### config.mk
export PLATFORM = sky130hd
export DESIGN_NAME = tex_dcache_arb
export DESIGN_NICKNAME = d
export VERILOG_FILES = /design/src/rtl/tex_dcache_arb.sv
export SDC_FILE = /design/constraint.sdc
export NUM_CORES = 1
export LEC_CHECK = 0
export ABC_AREA = 1
export CAP_MARGIN = 10
export CORE_AREA = 2 2 461 463
export CTS_CLUSTER_SIZE = 8
export DETAILED_ROUTE_END_ITERATION = 10
export DIE_AREA = 0 0 463 465
export DONT_BUFFER_PORTS = 1
export GPL_TIMING_DRIVEN = 0
export PLACE_DENSITY_LB_ADDON = 0.12
export SYNTH_ARGS = -nofsm -noshare
export SYNTH_HDL_FRONTEND = slang
export SYNTH_SLANG_ARGS = --single-unit
### constraint.sdc
create_clock -name clk -period 1.9 [get_ports clk]
set_input_delay 0.095 -clock clk [delete_from_list [all_inputs] [get_ports clk]]
set_output_delay 0.095 -clock clk [all_outputs]
set_load 0.05 [all_outputs]
### src/rtl/tex_dcache_arb.sv
// Shares one dcache lane-port bundle between the LSU (src 0) and texture unit (src 1).
// Optional stall counters: define DCACHE_ARB_PERF_EN.
module tex_dcache_arb #(
    parameter int NUM_REQS = 4,
    parameter int ADDR_W   = 30,
    parameter int DATA_W   = 32,
    parameter int TAG_W    = 16
) (
    input  logic                         clk,
    input  logic                         reset,
    input  logic [NUM_REQS-1:0]          lsu_req_valid,
    input  logic                         lsu_req_rw,
    input  logic [NUM_REQS*DATA_W/8-1:0] lsu_req_byteen,
    input  logic [NUM_REQS*ADDR_W-1:0]   lsu_req_addr,
    input  logic [NUM_REQS*DATA_W-1:0]   lsu_req_data,
    input  logic [TAG_W-1:0]             lsu_req_tag,
    output logic                         lsu_req_ready,
    input  logic [NUM_REQS-1:0]          tex_req_valid,
    input  logic [NUM_REQS*ADDR_W-1:0]   tex_req_addr,
    input  logic [TAG_W-1:0]             tex_req_tag,
    output logic                         tex_req_ready,
    output logic [NUM_REQS-1:0]          dcache_req_valid,
    output logic                         dcache_req_rw,
    output logic [NUM_REQS*DATA_W/8-1:0] dcache_req_byteen,
    output logic [NUM_REQS*ADDR_W-1:0]   dcache_req_addr,
    output logic [NUM_REQS*DATA_W-1:0]   dcache_req_data,
    output logic [TAG_W:0]               dcache_req_tag,
    input  logic [NUM_REQS-1:0]          dcache_req_ready,
    input  logic                         dcache_rsp_valid,
    input  logic [NUM_REQS-1:0]          dcache_rsp_tmask,
    input  logic [NUM_REQS*DATA_W-1:0]   dcache_rsp_data,
    input  logic [TAG_W:0]               dcache_rsp_tag,
    output logic                         dcache_rsp_ready,
    output logic                         lsu_rsp_valid,
    output logic [NUM_REQS-1:0]          lsu_rsp_tmask,
    output logic [NUM_REQS*DATA_W-1:0]   lsu_rsp_data,
    output logic [TAG_W-1:0]             lsu_rsp_tag,
    input  logic                         lsu_rsp_ready,
    output logic                         tex_rsp_valid,
    output logic [NUM_REQS-1:0]          tex_rsp_tmask,
    output logic [NUM_REQS*DATA_W-1:0]   tex_rsp_data,
    output logic [TAG_W-1:0]             tex_rsp_tag,
    input  logic                         tex_rsp_ready
`ifdef DCACHE_ARB_PERF_EN
    ,
    output logic [43:0]                  perf_lsu_stalls,
    output logic [43:0]                  perf_tex_stalls
`endif
);

    localparam int BE_W = NUM_REQS * DATA_W / 8;

    logic                grant;
    logic                locked;
    logic                last;
    logic [NUM_REQS-1:0] sent_mask;

    logic                lsu_any;
    logic                tex_any;
    logic                cur_grant;
    logic [NUM_REQS-1:0] gvalid;
    logic [NUM_REQS-1:0] fire;
    logic [NUM_REQS-1:0] rem;
    logic                active;
    logic                done;

    // Pick the owning source: a locked request keeps it, else round-robin on last.
    always_comb begin
        lsu_any = |lsu_req_valid;
        tex_any = |tex_req_valid;
        if (locked)
            cur_grant = grant;
        else if (lsu_any && tex_any)
            cur_grant = ~last;
        else
            cur_grant = tex_any;
        gvalid = cur_grant ? tex_req_valid : lsu_req_valid;
        active = |gvalid;
    end

    assign dcache_req_valid = gvalid & ~sent_mask;
    assign fire = dcache_req_valid & dcache_req_ready;
    assign rem  = dcache_req_valid & ~dcache_req_ready;
    assign done = active && (rem == '0);

    assign lsu_req_ready = done && !cur_grant;
    assign tex_req_ready = done && cur_grant;

    // Texture requests are read-only full-word accesses.
    always_comb begin
        dcache_req_tag = {cur_grant, (cur_grant ? tex_req_tag : lsu_req_tag)};
        if (cur_grant) begin
            dcache_req_rw     = 1'b0;
            dcache_req_byteen = {BE_W{1'b1}};
            dcache_req_addr   = tex_req_addr;
            dcache_req_data   = '0;
        end else begin
            dcache_req_rw     = lsu_req_rw;
            dcache_req_byteen = lsu_req_byteen;
            dcache_req_addr   = lsu_req_addr;
            dcache_req_data   = lsu_req_data;
        end
    end

    // Remember accepted lanes until the whole request retires.
    always_ff @(posedge clk) begin
        if (reset) begin
            grant     <= 1'b0;
            locked    <= 1'b0;
            last      <= 1'b1;
            sent_mask <= '0;
        end else if (done) begin
            grant     <= cur_grant;
            locked    <= 1'b0;
            last      <= cur_grant;
            sent_mask <= '0;
        end else if (active) begin
            grant     <= cur_grant;
            locked    <= 1'b1;
            sent_mask <= sent_mask | fire;
        end
    end

    // Responses route back on the source bit carried in the tag MSB.
    always_comb begin
        lsu_rsp_valid    = dcache_rsp_valid && !dcache_rsp_tag[TAG_W];
        tex_rsp_valid    = dcache_rsp_valid && dcache_rsp_tag[TAG_W];
        lsu_rsp_tmask    = dcache_rsp_tmask;
        tex_rsp_tmask    = dcache_rsp_tmask;
        lsu_rsp_data     = dcache_rsp_data;
        tex_rsp_data     = dcache_rsp_data;
        lsu_rsp_tag      = dcache_rsp_tag[TAG_W-1:0];
        tex_rsp_tag      = dcache_rsp_tag[TAG_W-1:0];
        dcache_rsp_ready = dcache_rsp_tag[TAG_W] ? tex_rsp_ready : lsu_rsp_ready;
    end

`ifdef DCACHE_ARB_PERF_EN
    // Count cycles a source waits with a request outstanding.
    always_ff @(posedge clk) begin
        if (reset) begin
            perf_lsu_stalls <= '0;
            perf_tex_stalls <= '0;
        end else begin
            if (lsu_any && !lsu_req_ready)
                perf_lsu_stalls <= perf_lsu_stalls + 44'd1;
            if (tex_any && !tex_req_ready)
                perf_tex_stalls <= perf_tex_stalls + 44'd1;
        end
    end
`endif

endmodule
**Yosys cells after proc, flatten, opt, wreduce, memory -nomap -nowiden**

Index checks and enable logic that the tools add are counted.

- Output and inout bits: 587
- Register bits after elaboration: 7
- Memories: 0
- Logic and storage cells: 36
- Input bits: 583
- Bits in latches: 0
- Bits in read-only memories: 0
- Bits in writable memories: 0

- Div/mod/pow operators: 0
- Multipliers: 0
- Shifts and indexed selects: 0
- Equality and inequality tests: 0
- Order comparisons: 0
- Reductions and logical operators: 14
- Mux-type cells: 11
- Add/sub/neg operators: 0
- Bitwise gates (word level): 7

Operators by type and width:

| cell | number |
|---|---|
| $mux W128 | 1 |
| $mux W120 | 1 |
| $mux W16 | 2 |
| $and A4 B4 Y4 | 3 |
| $reduce_or A4 Y1 | 3 |
| $not A4 Y4 | 2 |
| $logic_and A1 B1 Y1 | 6 |
| $mux W1 | 6 |
| $logic_not A4 Y1 | 1 |
| $mux W4 | 1 |
| $or A4 B4 Y4 | 1 |
| $logic_not A1 Y1 | 2 |
| $reduce_bool A2 Y1 | 1 |
| $reduce_or A2 Y1 | 1 |
| $not A1 Y1 | 1 |

**Depth between registers and ports, before layout**

Gate-level depths: netlist of the first run.

- Depth after elaboration: 10
- Gate-level depth with buffers: 13
- Depth with buffers taken out: 13

**Worst setup path after synthesis of the first run**

Ideal clock, no wire load.

- Path kind: register -> output
- Start point: register locked
- End point: output lsu_req_ready
- Buffers on the path: 0
- Data arrival time: 1755 ps
- Path slack: 50 ps
- Data required time: 1805 ps
- Cell stages (with the launch flop): 9
- Cells stage by stage: dfxtp_1 > nand2_1 > nand2_8 > nand2_1 > nand3_1 > nor2_1 > nor2_2 > nand2_4 > nor2_1

- Longest elaborated chain between the ends: 7
- Elaborated cells on any way between the ends: 9
- Those cells by class: mux: 2; bitwise: 2; reduce/logical: 5

Ends and longest elaborated chain:

| item | RTL line | RTL |
|---|---|---|
| start, declared | 54 | `logic locked;` |
| start signal, assigned | 109 | `locked <= 1'b0;` |
| start signal, assigned | 114 | `locked <= 1'b0;` |
| start signal, assigned | 119 | `locked <= 1'b1;` |
| $mux W1 (*) | 71 | `if (locked)` |
| $mux W4 | 77 | `gvalid = cur_grant ? tex_req_valid : lsu_req_valid;` |
| $and A4 B4 Y4 | 81 | `assign dcache_req_valid = gvalid & ~sent_mask;` |
| $and A4 B4 Y4 | 83 | `assign rem = dcache_req_valid & ~dcache_req_ready;` |
| $logic_not A4 Y1 | 84 | `assign done = active && (rem == '0);` |
| $logic_and A1 B1 Y1 | 84 |  |
| $logic_and A1 B1 Y1 (*) | 86 | `assign lsu_req_ready = done && !cur_grant;` |
| end, declared | 17 | `output logic lsu_req_ready,` |

Mark *: on every way between the ends. The rest lies on a longest branch, timed or not.

**Worst setup path after layout of the first run**

- Start point: register locked
- End point: output tex_req_ready

- Longest elaborated chain between the ends: 7
- Elaborated cells on any way between the ends: 8
- Those cells by class: mux: 2; bitwise: 2; reduce/logical: 4

Ends and longest elaborated chain:

| item | RTL line | RTL |
|---|---|---|
| $mux W1 (*) | 71 |  |
| $mux W4 | 77 |  |
| $and A4 B4 Y4 | 81 |  |
| $and A4 B4 Y4 | 83 |  |
| $logic_not A4 Y1 | 84 |  |
| $logic_and A1 B1 Y1 | 84 |  |
| $logic_and A1 B1 Y1 (*) | 87 | `assign tex_req_ready = done && cur_grant;` |
| end, declared | 21 | `output logic tex_req_ready,` |

Marks and branches as above.

==> results of run 1 <==
[placed cells by master, fill, tap and decap left out, types with 6 or more instances in the layout]
master,n
inv_1,148
buf_6,14
or2_2,16
nor2_1,6
buf_12,50
nor2_2,6
nor2_4,136
buf_16,18
nand2_2,76
nand2_1,44
diode_2,23
nand2_4,60
clkbuf_16,22
buf_8,16
buf_4,313
nand2_8,251
[worst min-delay path: stages]
cell,delay [ps]
nand2_1,40
nand2_1,40
inv_1,60
nor2_2,40
[synthesized netlist by cell type]
master / n / area, um2
nand3b_1: 2 / 15.0
buf_2: 43 / 215
nand3_1: 5 / 25.0
nand4_1: 2 / 12.5
nand2_2: 4 / 25.0
clkbuf_1: 3 / 11.3
a31o_2: 1 / 8.76
nand2_1: 420 / 1580
nor2_2: 8 / 50.1
nor3_1: 1 / 5.00
nor2_1: 140 / 526
a21oi_1: 1 / 5.00
dfxtp_1: 7 / 140
nand2_8: 1 / 20.0
buf_4: 297 / 2230
or2_2: 16 / 100
o21ai_0: 2 / 10.0
inv_1: 151 / 567
nand2_4: 5 / 56.3
mux2_2: 1 / 11.3
o21ai_1: 1 / 5.00
a21oi_2: 1 / 8.76
[worst min path at each step]
stage / to / start / depth (start not counted) / slack [ps]
5_1_grt: sent_mask[0]$_SDFFE_PP0P_ / dcache_req_ready[0] / 4 / 120
3_3_place_gp: last$_SDFFE_PP1P_ / reset / 2 / 300
3_5_place_dp: last$_SDFFE_PP1P_ / reset / 2 / 280
6_report: sent_mask[0]$_SDFFE_PP0P_ / dcache_req_ready[0] / 4 / 90
2_1_floorplan: last$_SDFFE_PP1P_ / reset / 2 / 260
4_1_cts: last$_SDFFE_PP1P_ / reset / 2 / 40
[kinds of logic (layout without fill, tap and decap cells)]
family,count (synthesis),in the layout
AO/OA/AOI/OAI,6,6
buffers and inverters,494,586
flip-flops,7,7
multiplexers,1,1
other,0,23
AND/OR/NAND/NOR,604,605
[state kept, by name, indices dropped and copies added, names as in the netlist]
signal	count
grant	1
sent_mask	4
last	1
locked	1
[per-stage QoR]
| step | util [%] | total power [mW] | worst slack, ps | hold WS [ps] |
|---|---|---|---|---|
| floorplan | - | 9.28 | 50.3 | 258 |
| global route | 8.20 | 21.5 | -390 | 116 |
| detailed placement | 4.37 | 11.9 | -1070 | 281 |
| CTS | 6.97 | 18.2 | -305 | 36.7 |
| finish | 8.21 | 20.9 | -259 | 93.0 |
| global placement | 4.34 | 12.0 | -1510 | 300 |
[cell type report]
class	count	area (um2)
Fill cell	24500	194000
Clock buffer	4	78.8
Inverter	151	581
Multi-Input combinational cell	612	8180
Tap cell	2821	3530
Timing Repair Buffer	94	1680
Antenna cell	23	57.6
Buffer	337	3050
Sequential cell	7	145
[routing by layer]
metal  global-route usage (%)  wire length, um
met5                        0              383
met4                     2.87             4150
met3                     6.76            18500
met2                     17.4            57000
met1                     11.5            43600
[power groups by stage]
stage               Combinational (mW)  Sequential (mW)  Clock, mW
global placement                  11.8            0.201          0
detailed placement                11.7            0.200          0
finish                            20.3            0.215      0.383
CTS                               17.6            0.212      0.386
global route                      20.9            0.220      0.396
floorplan                         9.09            0.194          0
[what timing repair did]
action,4_1_cts,5_1_grt
resized for setup,1100,381
gates cloned,12,19
pin swaps,106,133
setup endpoints to repair,289,245
buffers inserted,34,34
==> results.py, run 1 <==
metrics = {
    "status": {
        "status": "finished with violations",
        "violations": "setup timing",
    },
    "yosys": {
        "ys_warn_count": 0,
        "syn_nets": 1695,
        "synth-compound-area-share_pct": 0.668,
        "syn_area_mm2": 0.00562,
        "syn_inst": 1112,
        "synth.mux.area_fraction_pct": 0.200,
        "synth_top_family_by_area": "buffers and inverters",
        "synthXorXnorAreaFrac_pct": 0,
        "synthSimpleGateAreaFrac_pct": 42.9,
        "synth_adder_area_share_pct": 0,
        "ys_seq_area_share_pct": 2.49,
        "postSynthAreaPerCell_um2": 5.06,
        "ys_ff_latch": 7,
        "ys_types": 22,
    },
    "die": {
        "initial_core_util_pct": 2.67,
        "dieArea_mm2": 0.215,
        "fp.dieH_um": 465,
        "coreArea_mm2": 0.211,
        "fp.dieW_um": 463,
        "placementRows": 169,
        "io_pins": 1170,
    },
    "power": {
        "clkPwrFrac_pct": 1.8,
        "p_sw_share_pct": 68.5,
        "power_density_mw_per_mm2": 1210,
        "combPwrFrac_pct": 97.1,
        "ir_drop_uv": 514,
        "power_frac_seq_pct": 1.0,
        "power_leakage_nw": 6.32,
        "power_switching_mw": 14.3,
        "p_int_mw": 6.59,
    },
    "worst_setup_path": {
        "path_class": "register to output pin",
        "arrival_ps": 2060,
        "cp.required_ps": 1800,
        "cp_slowest_cell": "dfxtp_4",
        "crit_chain": "a21oi_4, nand2_4, buf_6, nand3b_1, nand2_4, nand2_4, nor2_4, nor2_4, nand3_4, clkinvlp_4",
        "critPathMaxStageDelay_ps": 360,
        "path_buf_inv": 2,
        "startpoint_type": "register",
        "cp.depth": 10,
        "end_kind": "output pin",
        "worst_r2r_endpoint": "locked$_SDFFE_PP0P_",
        "reg2reg_depth": 16,
        "cp-endpoint": "tex_req_ready",
        "critical_path.max_fanout": 4,
        "crit_top_cell": "nand2_4",
        "critPathLaunch": "locked$_SDFFE_PP0P_",
        "r2r_setup_slack_ps": -120,
        "r2r_start": "locked$_SDFFE_PP0P_",
        "cpLargestDelayFamily": "simple AND/OR/NAND/NOR gates",
    },
    "sta": {
        "worst_slack_ps": -259,
        "finalSetupViolations": 203,
        "setup_tns_ps": -16510,
        "worst_slew_pin_slew_ps": 1320,
        "finalClockSkew_ps": 1.45,
        "fin_crit_sh_pct": 114,
        "relSlewSlack_pct": 11.9,
        "period_minus_slack_ps": 2160,
        "hold_viol": 0,
        "fmaxAchievable_ghz": 0.463,
        "finalMaxSlewViolations": 0,
        "grt_setup_unrepaired": "yes",
    },
    "clock_tree": {
        "cts-root-buf": "clkbuf_16",
        "cts_buffers": 3,
        "clockBufferDepth": 2,
        "cts.clk_slew.worst_paths_ps": 40,
        "cts_tree": "done",
        "cts_max_level": 1,
        "hold_buffers": 0,
        "numClockSinks": 7,
        "insertion_delay_ps": 240,
    },
    "global_route": {
        "grt_max_degree": 11,
        "grt_pass1_wl_um": 138000,
        "antenna_found_initial": 68,
        "grt_pass1_vias": 7725,
        "grt-ovfl-total": 0,
        "track_usage_pct": 10.7,
    },
    "placement": {
        "dp.cells": 3936,
        "port_buffers": 0,
        "place_area_mm2": 0.00921,
        "globalplace.congestion": 0.930,
        "hpwlAfterDp_um": 114000,
    },
    "layout": {
        "syn2layout_area_growth_pct": 208,
        "layout-drive-gt1-share_pct": 82.3,
        "design_area_mm2": 0.0173,
        "final_cells": 4049,
        "nNetsFinal": 1789,
    },
    "min_path": {
        "hold_class": "input port to register",
    },
    "drt": {
        "drtIter0Drc": 433,
        "first_pass_iters": 4,
        "vias": 7936,
        "wl_per_cell_um": 30.5,
        "wirelength_um": 124000,
        "ant_nets": 0,
        "drcViolationCount": 0,
        "viasPerCell": 1.96,
    },
    "flow_run": {
        "maxCapViolCount": 0,
    },
}
(Power assumes the default switching activity.)
==> run 2, diff against run 1 <==
--- a/config.mk
+++ b/config.mk
@@ -7,13 +7,16 @@
 export LEC_CHECK = 0
 export ABC_AREA = 1
 export CAP_MARGIN = 10
-export CORE_AREA = 2 2 461 463
+export CELL_PAD_IN_SITES_DETAIL_PLACEMENT = 1
+export CELL_PAD_IN_SITES_GLOBAL_PLACEMENT = 2
+export CORE_AREA = 2 2 453 455
 export CTS_CLUSTER_SIZE = 8
 export DETAILED_ROUTE_END_ITERATION = 10
-export DIE_AREA = 0 0 463 465
+export DIE_AREA = 0 0 455 457
 export DONT_BUFFER_PORTS = 1
 export GPL_TIMING_DRIVEN = 0
-export PLACE_DENSITY_LB_ADDON = 0.12
+export PLACE_DENSITY = 0.3
 export SYNTH_ARGS = -nofsm -noshare
 export SYNTH_HDL_FRONTEND = slang
 export SYNTH_SLANG_ARGS = --single-unit
+export TNS_END_PERCENT = 1
==> run 2 against run 1 <==
The flow still finishes with violations (setup timing). Combinational power fell by 27%. Sequential share of layout area rose by 0.35 points. Global-route usage fell by 1.8 points. Final cell count fell by 5.2%. Largest cell class unchanged. Highest routed layer unchanged.
==> results.py, run 2 (synthesized netlist as in run 1, its figures left out) <==
metrics = {
    "power": {
        "ir_drop_uv": 334,
        "p_sw_share_pct": 78.0,
        "p_int_mw": 3.40,
        "power_density_mw_per_mm2": 1270,
        "power_leakage_nw": 4.93,
        "combPwrFrac_pct": 96.3,
        "power_frac_seq_pct": 1.4,
        "power_switching_mw": 12.1,
        "finalPower_mw": 15.5,
        "clkPwrFrac_pct": 2.3,
    },
    "worst_setup_path": {
        "crit_chain": "a21oi_4, nand2_4, buf_12, nand2_8, nand2_4, nand2_4, nand2_2, nor2_4, nor2_4, nand3_4, clkinvlp_4",
        "arrival_ps": 2050,
        "crit_top_cell": "nand2_4",
        "reg2reg_depth": 12,
        "cp.required_ps": 1800,
        "critical_path.max_fanout": 5,
        "critPathMaxStageDelay_ps": 400,
        "startpoint_type": "register",
        "cp_slowest_cell": "clkinvlp_4",
        "path_class": "register to output pin",
        "end_kind": "output pin",
    },
    "die": {
        "fp.dieW_um": 455,
        "coreArea_mm2": 0.203,
        "io_pins": 1170,
        "placementRows": 166,
        "fp.dieH_um": 457,
        "dieArea_mm2": 0.208,
        "initial_core_util_pct": 2.77,
    },
    "sta": {
        "period_minus_slack_ps": 2140,
        "finalClockSkew_ps": 0.337,
        "hold_ws_ps": 90.8,
        "finalMaxSlewViolations": 0,
        "hold_viol": 0,
        "worst_slew_pin_slew_ps": 1030,
        "finalSetupViolations": 149,
        "worst_slack_ps": -244,
        "grt_setup_unrepaired": "yes",
        "fmaxAchievable_ghz": 0.466,
        "relSlewSlack_pct": 31.2,
        "fin_crit_sh_pct": 113,
    },
    "min_path": {
        "min_path_cells": 4,
        "hold_class": "input port to register",
    },
    "placement": {
        "dp.cells": 3809,
        "globalplace.congestion": 0.925,
        "hpwlAfterDp_um": 95000,
        "place_area_mm2": 0.00910,
        "port_buffers": 0,
    },
    "global_route": {
        "met1_usage_pct": 9.69,
        "grt_pass1_vias": 7154,
        "grt.busiest_layer": "met2",
        "track_usage_pct": 8.93,
        "use_met3_pct": 4.97,
        "grt.met2_usage_pct": 15.6,
        "grt_pass1_wl_um": 113000,
        "grt_max_degree": 11,
        "antenna_found_initial": 48,
        "grt-ovfl-total": 0,
    },
    "status": {
        "violations": "setup timing",
        "status": "finished with violations",
    },
    "drt": {
        "drcViolationCount": 0,
        "viasPerCell": 1.93,
        "vias": 7404,
        "wirelength_um": 100000,
        "first_pass_iters": 4,
        "wl_per_cell_um": 26.1,
        "drtIter0Drc": 449,
        "ant_nets": 0,
    },
    "clock_tree": {
        "cts_max_level": 1,
        "clockBufferDepth": 2,
        "cts_buffers": 3,
        "cts_tree": "done",
        "insertion_delay_ps": 230,
        "cts-root-buf": "clkbuf_16",
        "hold_buffers": 0,
        "numClockSinks": 7,
        "cts.clk_slew.worst_paths_ps": 40,
    },
    "layout": {
        "final_common_cell": "buf_4",
        "syn2layout_area_growth_pct": 118,
        "final_cells": 3839,
        "layout-drive-gt1-share_pct": 66.9,
        "layout_common_cells": "buf_4, nand2_1, inv_1, nand2_4, nor2_4",
        "largest_register_ffs": 4,
        "multi_input_area_mm2": 0.00488,
        "nNetsFinal": 1721,
        "final_util_pct": 6.02,
        "nFillCells": 24400,
        "regArea_um2": 145,
        "largest-register": "sent_mask",
        "design_area_mm2": 0.0122,
    },
    "flow_run": {
        "maxCapViolCount": 0,
    },
}
[run 2: cell count changes in the layout (fill, tap and decap cells not counted), sizes merged]
cell,before,now
buf,411,362
clkbuf,24,5
diode,23,14
[run 2: final cells by class]
type                    count  share of cell area, %
diodes                     14                  0.286
plain buffers             343                   23.6
clock buffers               4                  0.644
inverters                 151                   4.73
multi-input cells         612                   39.9
flip-flops and latches      7                   1.19
well taps                2688                   27.5
repair buffers             20                   2.16
[run 2: per-stage QoR]
| step | TNS [ps] | setup WS [ps] |
|---|---|---|
| floorplan | 0 | 50.3 |
| CTS | -23230 | -355 |
| global placement | -143920 | -1050 |
| global route | -19980 | -303 |
| detailed placement | -143920 | -1100 |
| finish | -6960 | -244 |
[run 2: worst max-delay path, delay by kind of cell, from the launching register on]
kind	cells	cell delay, ps
and+or+nand+nor	8	740
buffers and inverters	2	550
DFF	1	350
AOI/OAI and AO/OA	1	140
[run 2: final timing paths]
| path | startpoint | to | slack [ps] |
|---|---|---|---|
| max | locked$_SDFFE_PP0P_ | tex_req_ready | -240 |
| min | dcache_req_ready[0] | sent_mask[0]$_SDFFE_PP0P_ | 90 |
| max reg2reg | locked$_SDFFE_PP0P_ | locked$_SDFFE_PP0P_ | 70 |
| min reg2reg | last$_SDFFE_PP1P_ | last$_SDFFE_PP1P_ | 490 |
[run 2: per-layer routing]
metal  vias up  part of all wire (%)
met4        48                   1.3
met2       720                    49
met3       112                    13
met5         -                  0.31
met1      3578                    36
li1       2946                     -
[run 2: repair_timing]
item / CTS / global route
setup buffers: 1 / 8
cloned: 3 / 0
pin swaps: 46 / 62
gates resized for setup: 627 / 171
setup endpoints to repair: 293 / 228
[run 2: power groups by stage]
stage / logic [mW] / clock network (mW) / registers, mW
floorplan: 9.09 / 0 / 0.194
global placement: 12.0 / 0 / 0.207
detailed placement: 12.0 / 0 / 0.207
CTS: 14.4 / 0.371 / 0.218
global route: 15.4 / 0.384 / 0.220
finish: 14.9 / 0.359 / 0.216
==> run 3, diff against run 2 <==
--- a/config.mk
+++ b/config.mk
@@ -16,6 +16,7 @@
 export DONT_BUFFER_PORTS = 1
 export GPL_TIMING_DRIVEN = 0
 export PLACE_DENSITY = 0.3
+export SETUP_SLACK_MARGIN = 0.15
 export SYNTH_ARGS = -nofsm -noshare
 export SYNTH_HDL_FRONTEND = slang
 export SYNTH_SLANG_ARGS = --single-unit
==> run 3 against run 2 <==
The run still ends with setup timing left. Cell area shrank 4.0%. Sequential cell count unchanged. Worst hold slack improved by 2.0 ps. Fmax up 4.5%. Final cell count fell by 0.18%. Wire length up 0.34%. Critical path type unchanged. Critical endpoint is now dcache_req_addr[74]. Largest cell class unchanged. Highest routed layer unchanged.
==> results.py, run 3 (synthesized netlist as in run 1, its figures left out) <==
metrics = {
    "clock_tree": {
        "cts_tree": "done",
        "cts_buffers": 3,
        "cts.clk_slew.worst_paths_ps": 40,
        "numClockSinks": 7,
        "clockBufferDepth": 2,
        "insertion_delay_ps": 230,
        "cts-root-buf": "clkbuf_16",
        "cts_max_level": 1,
    },
    "worst_setup_path": {
        "critPathLaunch": "locked$_SDFFE_PP0P_",
        "crit_chain": "a21oi_4, nand2_4, nand2_8, buf_8, buf_4, nand2_1, nand2_4",
        "startpoint_type": "register",
        "r2r_start": "locked$_SDFFE_PP0P_",
        "end_kind": "output pin",
        "r2r_setup_slack_ps": 160,
        "critical_path.max_fanout": 10,
        "critPathMaxStageDelay_ps": 360,
        "cp.required_ps": 1800,
        "path_class": "register to output pin",
        "crit_top_cell": "nand2_4",
        "reg2reg_depth": 12,
        "worst_r2r_endpoint": "locked$_SDFFE_PP0P_",
        "arrival_ps": 1960,
        "cp_slowest_cell": "dfxtp_4",
    },
    "layout": {
        "largest_register_ffs": 4,
        "syn2layout_area_growth_pct": 109,
        "layout_common_cells": "buf_4, nand2_1, inv_1, nand2_4, nor2_4",
        "nNetsFinal": 1713,
        "largest-register": "sent_mask",
        "layout-drive-gt1-share_pct": 62.4,
        "final_common_cell": "buf_4",
        "final_cells": 3832,
        "final_util_pct": 5.77,
        "design_area_mm2": 0.0117,
    },
    "sta": {
        "grt_setup_unrepaired": "yes",
        "fin_crit_sh_pct": 108,
        "fmaxAchievable_ghz": 0.487,
        "worst_slack_ps": -152,
        "relSlewSlack_pct": 39.8,
        "period_minus_slack_ps": 2050,
        "worst_slew_pin_slew_ps": 899,
        "finalClockSkew_ps": 0.360,
        "hold_viol": 0,
        "finalSetupViolations": 114,
        "finalMaxSlewViolations": 0,
    },
    "global_route": {
        "antenna_found_initial": 65,
        "grt-ovfl-total": 0,
        "track_usage_pct": 8.97,
        "grt_max_degree": 11,
        "grt_pass1_wl_um": 113000,
        "grt_pass1_vias": 7013,
    },
    "die": {
        "fp.dieW_um": 455,
        "io_pins": 1170,
        "fp.dieH_um": 457,
        "initial_core_util_pct": 2.77,
        "placementRows": 166,
        "coreArea_mm2": 0.203,
        "dieArea_mm2": 0.208,
    },
    "min_path": {
        "whs_endpoint": "last$_SDFFE_PP1P_",
        "hold_class": "input port to register",
        "min_path_cells": 2,
        "worstHoldStart": "reset",
    },
    "power": {
        "power_leakage_nw": 4.73,
        "finalPower_mw": 14.8,
        "ir_drop_uv": 314,
        "power_density_mw_per_mm2": 1260,
    },
    "drt": {
        "wirelength_um": 101000,
        "ant_nets": 0,
        "drcViolationCount": 0,
        "wl_per_cell_um": 26.3,
        "viasPerCell": 1.94,
        "vias": 7441,
        "drtIter0Drc": 466,
        "first_pass_iters": 5,
    },
    "status": {
        "violations": "setup timing",
        "status": "finished with violations",
    },
    "placement": {
        "hpwlAfterDp_um": 95600,
        "globalplace.congestion": 0.963,
        "port_buffers": 0,
        "dp.cells": 3809,
        "place_area_mm2": 0.00914,
        "dp_slack_ps": -1450,
    },
    "flow_run": {
        "maxCapViolCount": 0,
    },
}
[run 3: cell count changes in the layout (fill, tap and decap cells not counted), moves of 8 or more]
cell	before	now
nor2_4	126	117
buf_12	18	6
or2_2	14	4
nor2_2	11	19
or2_4	2	12
nand2_4	147	139
nand2_2	73	38
nand2_1	198	244
[run 3: power by group]
part           switching [mW]  internal (mW)
combinational            11.7           2.58
clock                  0.0902          0.280
sequential             0.0299          0.182
[run 3: how the worst max path moves through the flow]
stage                                 to  cells after the start
finish               dcache_req_addr[74]                      7
global route               lsu_req_ready                      9
CTS                        lsu_req_ready                      9
detailed placement   dcache_req_addr[87]                      6
global placement     dcache_req_addr[87]                      6
floorplan           dcache_req_data[100]                      5
[run 3: what timing repair did]
action / CTS / global route
buffers inserted: 2 / 1
pin swaps: 21 / 70
gates resized for setup: 599 / 72
hold buffers: 0 / 0
setup endpoints to repair: 295 / 288
cloned: 1 / 0
[run 3: through the flow]
step / hold slack, ps / TNS, ps
5_1_grt: 116 / -18340
6_report: 92.8 / -6510
3_5_place_dp: 336 / -157020
4_1_cts: 96.6 / -28190
3_3_place_gp: 327 / -167340
2_1_floorplan: 258 / 0
[run 3: metal layers]
| layer | global-route usage, % | share of wire (%) | vias up |
|---|---|---|---|
| met5 | 0 | 0.25 | - |
| met4 | 0.637 | 1.4 | 40 |
| met3 | 4.81 | 13 | 124 |
| met2 | 15.5 | 48 | 763 |
| met1 | 9.99 | 37 | 3588 |
| li1 | - | - | 2926 |
[run 3: area by class of cell]
class	instances	area (um2)
Fill cell	24400	192000
Multi-Input combinational cell	612	4650
Tap cell	2688	3360
Buffer	343	2750
Inverter	151	571
Sequential cell	7	144
Timing Repair Buffer	12	139
Clock buffer	4	78.8
Antenna cell	15	37.5
[run 3: worst max-delay path, delay by kind of cell (launching register included)]
family / cells / cell delay, ps
buf+inv: 2 / 430
flops: 1 / 360
compound gates: 1 / 130
simple gates: 4 / 760
